===== src/rtl/mult_pkg.sv =====
// ============================================================================
// Module      : mult_pkg
// Description : Shared types and constants for the iterative Booth multiplier.
// Revision    : 1.0 - initial release
// ============================================================================
`default_nettype none

package mult_pkg;

    typedef enum logic {
        IDLE = 1'b0,
        RUN  = 1'b1
    } state_t;

    // Booth pair {Q[0], q-1}; 00 and 11 leave the accumulator unchanged.
    localparam logic [1:0] BOOTH_ADD = 2'b01;
    localparam logic [1:0] BOOTH_SUB = 2'b10;

    function automatic int cnt_width(input int width);
        return $clog2(width + 2);
    endfunction

endpackage

`default_nettype wire


===== src/rtl/booth_step.sv =====
// ============================================================================
// Module      : booth_step
// Description : One combinational radix-2 Booth step (add/sub, then shift).
// Revision    : 1.0 - initial release
// ============================================================================
`default_nettype none

module booth_step
    import mult_pkg::*;
#(
    parameter int WIDTH = 32
) (
    input  logic [WIDTH+1:0] acc_i,
    input  logic [WIDTH:0]   q_i,
    input  logic             qm1_i,
    input  logic [WIDTH:0]   m_i,
    output logic [WIDTH+1:0] acc_o,
    output logic [WIDTH:0]   q_o,
    output logic             qm1_o
);

    logic [WIDTH+1:0] w_m_ext;
    logic [WIDTH+1:0] w_sum;

    always_comb begin
        w_m_ext = {m_i[WIDTH], m_i};
        case ({q_i[0], qm1_i})
            BOOTH_ADD: w_sum = acc_i + w_m_ext;
            BOOTH_SUB: w_sum = acc_i - w_m_ext;
            default:   w_sum = acc_i;
        endcase
    end

    // Arithmetic right shift of the concatenation {A, Q, q-1}.
    assign acc_o = {w_sum[WIDTH+1], w_sum[WIDTH+1:1]};
    assign q_o   = {w_sum[0], q_i[WIDTH:1]};
    assign qm1_o = q_i[0];

endmodule

`default_nettype wire


===== src/rtl/booth_mult_iter.sv =====
// ============================================================================
// Module      : booth_mult_iter
// Description : Iterative radix-2 Booth multiplier, signed/unsigned, flushable.
// Revision    : 1.0 - initial release
// ============================================================================
`default_nettype none

module booth_mult_iter
    import mult_pkg::*;
#(
    parameter int WIDTH = 32
) (
    input  logic               clk,
    input  logic               reset,
    input  logic               start,
    input  logic               is_signed,
    input  logic               flush,
    input  logic [WIDTH-1:0]   a,
    input  logic [WIDTH-1:0]   b,
    output logic [2*WIDTH-1:0] z,
    output logic               busy,
    output logic               done
);

    localparam int             CW        = cnt_width(WIDTH);
    localparam logic [CW-1:0]  LAST_STEP = CW'(WIDTH);

    state_t               state_q, state_d;
    logic [CW-1:0]        cnt_q,   cnt_d;
    logic [WIDTH:0]       m_q,     m_d;
    logic [WIDTH:0]       q_q,     q_d;
    logic                 qm1_q,   qm1_d;
    logic [WIDTH+1:0]     acc_q,   acc_d;
    logic [2*WIDTH-1:0]   z_q,     z_d;
    logic                 busy_q,  busy_d;
    logic                 done_q,  done_d;

    logic [WIDTH+1:0]     w_acc_nxt;
    logic [WIDTH:0]       w_q_nxt;
    logic                 w_qm1_nxt;

    booth_step #(
        .WIDTH (WIDTH)
    ) u_step (
        .acc_i (acc_q),
        .q_i   (q_q),
        .qm1_i (qm1_q),
        .m_i   (m_q),
        .acc_o (w_acc_nxt),
        .q_o   (w_q_nxt),
        .qm1_o (w_qm1_nxt)
    );

    always_ff @(posedge clk or posedge reset) begin
        if (reset) begin
            state_q <= IDLE;
            cnt_q   <= '0;
            m_q     <= '0;
            q_q     <= '0;
            qm1_q   <= 1'b0;
            acc_q   <= '0;
            z_q     <= '0;
            busy_q  <= 1'b0;
            done_q  <= 1'b0;
        end else begin
            state_q <= state_d;
            cnt_q   <= cnt_d;
            m_q     <= m_d;
            q_q     <= q_d;
            qm1_q   <= qm1_d;
            acc_q   <= acc_d;
            z_q     <= z_d;
            busy_q  <= busy_d;
            done_q  <= done_d;
        end
    end

    always_comb begin
        state_d = state_q;
        cnt_d   = cnt_q;
        m_d     = m_q;
        q_d     = q_q;
        qm1_d   = qm1_q;
        acc_d   = acc_q;
        z_d     = z_q;
        busy_d  = busy_q;
        done_d  = 1'b0;

        // Flush takes priority over start so a squashed issue never begins.
        if (flush) begin
            state_d = IDLE;
            busy_d  = 1'b0;
        end else if (start) begin
            state_d = RUN;
            busy_d  = 1'b1;
            cnt_d   = '0;
            acc_d   = '0;
            qm1_d   = 1'b0;
            m_d     = is_signed ? {a[WIDTH-1], a} : {1'b0, a};
            q_d     = is_signed ? {b[WIDTH-1], b} : {1'b0, b};
        end else if (state_q == RUN) begin
            acc_d = w_acc_nxt;
            q_d   = w_q_nxt;
            qm1_d = w_qm1_nxt;
            cnt_d = cnt_q + CW'(1);
            if (cnt_q == LAST_STEP) begin
                z_d     = {w_acc_nxt[WIDTH-2:0], w_q_nxt};
                done_d  = 1'b1;
                busy_d  = 1'b0;
                state_d = IDLE;
            end
        end
    end

    assign z    = z_q;
    assign busy = busy_q;
    assign done = done_q;

endmodule

`default_nettype wire

===== config.mk =====
export PLATFORM = sky130hd
export DESIGN_NAME = booth_mult_iter
export DESIGN_NICKNAME = d
export VERILOG_FILES = /design/src/rtl/mult_pkg.sv /design/src/rtl/booth_step.sv /design/src/rtl/booth_mult_iter.sv
export SDC_FILE = /design/constraint.sdc
export NUM_CORES = 1
export LEC_CHECK = 0
export CAP_MARGIN = 30
export CORE_MARGIN = 3
export CORE_UTILIZATION = 60
export CTS_CLUSTER_DIAMETER = 150
export DETAILED_ROUTE_END_ITERATION = 10
export DONT_BUFFER_PORTS = 1
export PLACE_DENSITY = 0.76
export SLEW_MARGIN = 20
export SYNTH_ARGS = -nofsm -noshare
export SYNTH_HDL_FRONTEND = slang
export SYNTH_HIERARCHICAL = 1
export SYNTH_SLANG_ARGS = --single-unit

===== constraint.sdc =====
create_clock -name clk -period 5.8 [get_ports clk]
set_clock_uncertainty 0.05 [all_clocks]
set_input_delay 0.58 -clock clk [delete_from_list [all_inputs] [get_ports clk]]
set_output_delay 0.58 -clock clk [all_outputs]
set_load 0.05 [all_outputs]

; ---- After elaboration in Yosys (flattened, before gate mapping)
; Cells that the tools add are included.
; W data, S select, Z words.
[word_totals]
wordCells = 47
output_inout_bits = 66
in_bits = 69
reg_bits = 174
[classes]
n_eq_ne = 3
bitwise_logic = 2
reduce_logical = 7
muxes = 23
addsub = 3
[op_table]
columns = cell, count
row1 = $mux W33, 4
row2 = $mux W34, 2
row3 = $pmux W34 S2, 1
row4 = $add A34 B34 Y34, 1
row5 = $sub A34 B34 Y34, 1
row6 = $mux W1, 14
row7 = $mux W6, 2
row8 = $add A6 B1 Y6 const B, 1
row9 = $eq A6 B6 Y1 const B, 1
row10 = $reduce_and A2 Y1, 3
row11 = $reduce_bool A3 Y1, 2
row12 = $reduce_and A4 Y1, 1
row13 = $eq A2 B1 Y1 const B, 1
row14 = $eq A2 B2 Y1 const B, 1
row15 = $not A1 Y1, 2
row16 = $reduce_bool A2 Y1, 1

; ---- Depth between registers and ports, before layout
; Gate-level depths: netlist (run 1).
[depth]
depth_word = 5
depth_mapped = 20
mapped_depth_nobuf = 19

; ---- Cells and area by module
; Netlist (run 1), hierarchy kept.
[by_module_without_submodules]
columns = module, cells_each, n_inst, area_each_um2, seq_area_each_um2
row1 = booth_mult_iter, 476, 1, 6800.3, 4354.2
row2 = booth_step, 486, 1, 3215.6, 0.0

; ---- Worst setup path before layout (run 1)
; Ideal clock, no wire load.
[synth_timing]
kind = reg2reg
from = register m_q[4]
to = register z_q[63] (netlist: z[63])
path_slack_ns = 1.783
t_required_ns = 5.625
period_less_slack_ns = 4.017
n_path_buf = 1
arrival_ns = 3.843
setup_time_ns = 0.125
path_stages_with_launch = 19
path_cell_list = dfrtp_1 nor4_4 and3_1 nand3b_1 nor4_2 and2b_1 and2b_1 a21oi_1 xnor2_1 ha_1 clkbuf_1 a21o_1 a21o_1 a21oi_1 a21oi_1 a311oi_1 a21oi_1 a311o_1 mux2_2
[synth_between]
elab_chain_len = 2
word_cells_on_any_way = 3
cone_classes = add/sub: 2 / mux: 1
[synth_rtl]
columns = item, line
row1 = from (decl), booth_mult_iter.sv:30  ; logic [WIDTH:0] m_q, m_d;
row2 = from (signal assigned), booth_mult_iter.sv:68  ; m_q <= m_d;
row3 = $sub A34 B34 Y34 / $add A34 B34 Y34 (equally long branches), "booth_step.sv:29, booth_step.sv:28"
row4 = $pmux W34 S2 *, booth_step.sv:27  ; case ({q_i[0], qm1_i})
row5 = via w_acc_nxt[30], booth_mult_iter.sv:38  ; logic [WIDTH+1:0] w_acc_nxt;
row6 = to (signal assigned), booth_mult_iter.sv:72  ; z_q <= z_d;
row7 = to (decl), booth_mult_iter.sv:34  ; logic [2*WIDTH-1:0] z_q, z_d;
; The timed path passes the listed nets; every way through them passes the cells marked *.
; A chain may end at the register's enable or synchronous reset.

; ---- Final worst setup path (run 1)
; Ends and elaborated chain as after synthesis.

==> results.md, run 1 <==
- Status: completed
- First-pass GRT wire length: 35300 um
- Antenna Nets Post-Route: 0
- Worst-path cell chain: nor4_4 > and3_1 > nand3b_1 > nor4_2 > and2b_1 > and2b_1 > a21oi_1 > xnor2_1 > ha_1 > a21o_1 > a21o_1 > a21oi_1 > a21oi_1 > a311oi_1 > a21oi_1 > a311o_1 > mux2_2
- Most used cell along the critical path: a21oi_1
- Initial core utilization: 0.622
- Yosys Warn Count: 6
- CP endpoint: z[63]
- DRT iter0 DRCs: 585
- Final Wtd Congestion: 0.949
- FMAX: 226 MHz
- Worst EP arrival: 4680 ps
- Wire length per cell: 19.3 um
- Worst R2R Setup Slack: 1380 ps
- Dpl hpwl: 15600 um
- WL met3: 1630 um
- H-tree depth: 4
- Pin count of the biggest net entering global routing: 79
- FF-to-FF End: z[63]
- Worst-Margin Slew: 777 ps
- Distinct cells, synth: 65
- Slew Viols, Final: 0
- Crit. End Element: register
- Core area: 16100 sq um
- Cell with the most instances after synthesis: dfrtp_1
- RSZ-0062 raised after global routing: false
- Ys async rst share: 1.00
- Crit share post-route: 0.763
- Share of cells above drive strength 1: 0.174
- Clk Latency, worst-skew pair: 430 ps
- Final net count: 1021
- Setup tns final: 0 ps
- Die ar.: 18300 sq um
- Final number of hold-violating endpoints: 0
- Met2 wire len: 10100 um
- CTS tree: built
- Syn Nets: 1069
- Worst r2r src: m_q[4]
- Residual DRC: 0
- Cells after synthesis: 962
- Main synth FF type: dfrtp_1
- Area contributors post-synth: dfrtp_1, mux2_2, ha_1, xnor2_1, mux2i_1
- DP Area: 9900 sq um
- Max clock buf depth: 2
- Port bufs: 0
- Syn Area/Cell: 10.4 sq um
- Pwr/cell area: 364 nW/um^2
- Clock root buffer: clkbuf_16
- Uppermost layer routed: met5
- Worst VDD drop: 221 uV
- TritonRoute pass-1 iters: 5
- Clock Pin Slew Worst Setup and Hold Paths: 70 ps
- GRT Residual Overflow: 0
- DR vias/cell: 6.03
- Setup CP Type: reg2reg
- Antenna violations before repair: 2
- Gr usage total: 0.243
- Crit path max fanout: 8
- Cts bufs inserted: 17
- Post-synth top area share: 0.435
- Max_slew headroom: 0.481
- Cell area after layout: 10600 sq um
- CP startpoint kind: register
- R2R depth: 17
- Synthesized cell area: 10000 sq um
- Fillers: 1278
- Min-delay worst type: in2reg
- Hold slack: 248 ps
- Setup violators final: 0
- Vias in the first global route: 6764
- Clock Sinks: 174
- Critical path required time: 6060 ps
- Vias: 6884
- FF+latch count, synth: 174
- Final wirelength: 22000 um
- P&R area growth vs syn: 5.70%
- CP peak stage delay: 470 ps
- Slowest CP cell: nor4_4
- Wl on met1: 10000 um
- Top cells by count, synth: dfrtp_1, mux2_2, nand2_1
- DIE HEIGHT: 135 um
- Seq/Total Area, Yosys: 0.435
- Crit path launch: m_q[4]
- Static Leak: 4.90 nW
- Min Clock Period, post-route: 4420 ps
- Die X: 135 um
- Number of flops mapped to enable cells by yosys: 0
- Num ports: 135
- Maxcap violations: 0
- Num rows: 46
- Post-synth top area cell: dfrtp_1
[worst max-delay path: cells and delay by family, from the launching register on]
family / cells / cell delay (ps)
xor+xnor: 1 / 140
simple gates: 6 / 1560
flops: 1 / 440
fa+ha+maj: 1 / 390
mux: 1 / 270
compound gates: 8 / 1450
[cell families (layout without fill, tap and decap cells)]
logic type | Yosys count | count (layout) | share of synthesized area
mux | 137 | 137 | 0.149
xor+xnor | 60 | 60 | 0.0525
flops | 174 | 174 | 0.435
compound gates | 230 | 230 | 0.147
other cells | 0 | 1 | 0
fa+ha+maj | 38 | 38 | 0.0482
buf+inv | 103 | 66 | 0.0597
simple gates | 220 | 220 | 0.109
[sequential cells by signal, indices dropped and copies added, names as in the netlist]
register,count
z,64
state_q,1
busy,1
cnt_q,6
q_q,33
qm1_q,1
m_q,33
done,1
acc_q,34
[timing repair]
action	in CTS	in global routing
hold endpoints to repair	26	0
gates resized for setup	0	0
setup buffers	0	0
hold buffers	1	0
[routing by layer]
metal / GRT usage / vias up
met5: 0 / -
met4: 0.0622 / 2
met3: 0.0747 / 25
met2: 0.381 / 220
met1: 0.334 / 3326
li1: - / 3311
[layout by cell type (no fill, tap or decap), drive strengths merged, types with 26 or more instances in the layout]
cell,instances
nor2,54
mux2,99
nand2,85
dfrtp,174
inv,26
xnor2,48
a22o,36
ha,37
mux2i,38
a21oi,47
o21ai,81
[stage by stage]
step,power (mW),worst slack (ps),utilization,std cells
4_1_cts,3.86,1410,0.652,1138
3_3_place_gp,2.64,1530,0.612,1105
5_1_grt,4.07,1000,0.657,1142
3_5_place_dp,2.66,1430,0.614,1107
6_report,3.85,1380,0.657,1142
2_1_floorplan,2.47,453,-,962
[power by group]
part           internal [mW]  leakage, nW  switching [mW]
sequential              1.33         2.30           0.130
clock                  0.688        0.289           0.489
combinational          0.512         2.31           0.701
total                   2.53         4.90            1.32
[cell type report]
cell class | count | area, sq um | area share
Antenna cell | 1 | 2.50 | 0.000236
Clock buffer | 18 | 439 | 0.0415
Clock inverter | 12 | 159 | 0.0150
Inverter | 23 | 91.3 | 0.00863
Multi-Input combinational cell | 685 | 5090 | 0.481
Sequential cell | 174 | 4350 | 0.411
Tap cell | 216 | 270 | 0.0255
Timing Repair Buffer | 13 | 180 | 0.0170
[worst min-delay path by stage]
stage                       start       to  cells past startpoint
after global placement      reset  q_q[24]                      1
after CTS                   a[21]  m_q[21]                      1
after detailed placement    reset  q_q[25]                      1
after global routing        a[21]  m_q[21]                      1
after floorplan           q_q[10]  q_q[10]                      2
final                       start  q_q[32]                      2
No activity file was read; power rests on OpenSTA's default activity.
==> run 2: changes to the inputs <==
--- a/config.mk
+++ b/config.mk
@@ -7,7 +7,7 @@
 export LEC_CHECK = 0
 export CAP_MARGIN = 30
 export CORE_MARGIN = 3
-export CORE_UTILIZATION = 60
+export CORE_UTILIZATION = 58
 export CTS_CLUSTER_DIAMETER = 150
 export DETAILED_ROUTE_END_ITERATION = 10
 export DONT_BUFFER_PORTS = 1
==> constraint.sdc (replaced) <==
create_clock -name clk -period 3.8 [get_ports clk]
set_clock_uncertainty 0.05 [all_clocks]
set_input_delay 0.38 -clock clk [delete_from_list [all_inputs] [get_ports clk]]
set_output_delay 0.38 -clock clk [all_outputs]
set_load 0.05 [all_outputs]
==> results.md, run 2 (synthesis results as in run 1) <==
- Sequential share of power: 0.344
- DIE HEIGHT: 137 um
- Final number of hold-violating endpoints: 0
- TritonRoute pass-1 iters: 5
- Most used cell along the critical path: buf_4
- Maxcap violations: 0
- Final Power: 6.41 mW
- Worst-path cell chain: nor4_2 > and3_4 > nand3b_1 > buf_4 > buf_4 > nor2_4 > nor2_2 > xnor2_2 > ha_1 > a21o_1 > o21ai_0 > a21oi_1 > inv_1 > o21ai_1 > a31oi_4 > o31a_2 > mux2i_2 > xnor2_1 > a22o_1
- Final Wtd Congestion: 0.896
- Wire length per cell: 19.0 um
- Core area: 16800 sq um
- Die X: 137 um
- Worst r2r src: m_q[9]
- Share of cells above drive strength 1: 0.304
- Num rows: 47
- Clock root buffer: clkbuf_16
- Final non-filler cell total: 1246
- Switching share of power: 0.358
- Hold slack: 43.0 ps
- Comb pwr share: 0.380
- RSZ-0062 raised after global routing: true
- Port bufs: 0
- Gr usage total: 0.242
- Commonest non-fill, non-tap cells in the layout: dfrtp_1, mux2_2, buf_4
- Crit path max fanout: 4
- Max_slew headroom: 0.469
- Pin count of the biggest net entering global routing: 103
- Vias in the first global route: 7303
- Antenna Nets Post-Route: 0
- Die ar.: 18900 sq um
- Clock Sinks: 174
- Min Clock Period, post-route: 4150 ps
- Critical path required time: 4060 ps
- Static Leak: 5.43 nW
- GRT Residual Overflow: 0
- CTS tree: built
- Clock power frac: 0.276
- Clock Pin Slew Worst Setup and Hold Paths: 70 ps
- Cts bufs inserted: 17
- Setup CP Type: reg2reg
- P&R area growth vs syn: 16.6%
- DR vias/cell: 5.97
- DP Area: 10500 sq um
- First-pass GRT wire length: 36300 um
- Pwr/cell area: 549 nW/um^2
- CP peak stage delay: 390 ps
- DRT iter0 DRCs: 401
- Final worst slack: -353 ps
- H-tree depth: 4
- Slew Viols, Final: 0
- Largest register FFs: 64
- Cell area after layout: 11700 sq um
- Dpl hpwl: 15600 um
- Failing checks: setup timing
- Crit path launch: m_q[9]
- Worst EP arrival: 4420 ps
- Status: finished, violations left
- Worst-Margin Slew: 794 ps
- Psw: 2.30 mW
- Worst VDD drop: 327 uV
- Initial core utilization: 0.598
- Most common cell after layout, fill and taps aside: dfrtp_1
- Final wirelength: 23600 um
- Num ports: 135
- Setup violators final: 14
- Residual DRC: 0
- Clk Latency, worst-skew pair: 430 ps
- Max clock buf depth: 2
- Final net count: 1113
- Antenna violations before repair: 6
- Min-delay worst type: in2reg
- Vias: 7444
- FMAX: 241 MHz
- CP startpoint kind: register
- Setup tns final: -2830 ps
- Crit. End Element: register
- Placed insts: 1178
- Crit share post-route: 1.09
- Slowest CP cell: dfrtp_1
- Internal power: 4.12 mW
- Worst hold path startpoint: start
run 2: cell count changes in the layout (fill, tap and decap cells not counted), moves of 5 or more:
cell / previous run / this run
mux2_2: 99 / 93
o21ai_1: 6 / 13
diode_2: 1 / 7
a21oi_2: 1 / 13
o21ai_0: 75 / 66
a21oi_1: 46 / 33
inv_8: 0 / 5
buf_4: 7 / 88
mux2_4: 0 / 6
nor2_1: 54 / 46
buf_6: 0 / 10
run 2: final cells by class:
class                      count  area, sq um
clock inverter                15          164
timing repair buffer         105          911
multi-input combinational    685         5430
tap                          220          275
fill                        1227         5090
sequential                   174         4350
inverter                      23         92.6
antenna                        7         17.5
clock buffer                  17          425
run 2: critical path, delay by kind of cell (launching register included):
| kind | cells | cell delay (ps) |
|---|---|---|
| compound gates | 7 | 1460 |
| xor+xnor | 2 | 290 |
| fa+ha+maj | 1 | 330 |
| buf+inv | 3 | 430 |
| flops | 1 | 390 |
| mux | 1 | 160 |
| simple gates | 5 | 900 |
run 2: power by group through the flow:
stage | logic, mW | clock network, mW | registers, mW
floorplan | 1.60 | 0 | 2.19
global placement | 2.02 | 0 | 2.22
CTS | 2.10 | 1.80 | 2.20
global route | 2.67 | 1.88 | 2.23
finish | 2.44 | 1.77 | 2.21
detailed placement | 2.06 | 0 | 2.23
run 2: worst paths after layout:
| kind | to | slack (ps) | depth (start not counted) |
|---|---|---|---|
| max | acc_q[33] | -350 | 19 |
| min | q_q[32] | 40 | 2 |
| min reg2reg | q_q[6] | 450 | 2 |
| min in group asynchronous | z[36] | 510 | 3 |
| max reg2reg | acc_q[33] | -350 | 19 |
| max in group asynchronous | z[61] | 2700 | 3 |
run 2: stage by stage:
stage               worst slack, ps  utilization
finish                         -353        0.697
global route                   -577        0.696
CTS                            -117        0.665
detailed placement             -139        0.624
global placement               -119        0.623
floorplan                      -157            -
run 2: routing by layer:
layer	global-route usage	vias up	share of wire
met5	0	-	0
met4	0.0948	0	0.022
met3	0.0639	38	0.070
met2	0.380	259	0.47
met1	0.322	3639	0.44
li1	-	3508	-
run 2: timing repair:
item                       4_1_cts  5_1_grt
gates cloned                     0        0
buffers inserted                 6       22
pin swaps                        6       57
hold buffers                     1        0
hold endpoints to repair       139        0
gates resized for setup          7       84
setup endpoints to repair        9       24
==> run 3: changes to the inputs <==
--- a/config.mk
+++ b/config.mk
@@ -8,7 +8,7 @@
 export CAP_MARGIN = 30
 export CORE_MARGIN = 3
 export CORE_UTILIZATION = 58
-export CTS_CLUSTER_DIAMETER = 150
+export CTS_CLUSTER_DIAMETER = 40
 export DETAILED_ROUTE_END_ITERATION = 10
 export DONT_BUFFER_PORTS = 1
 export PLACE_DENSITY = 0.76
==> results of run 3 <==
Same layout as run 2: the final DEF is identical, and so are final timing and power.
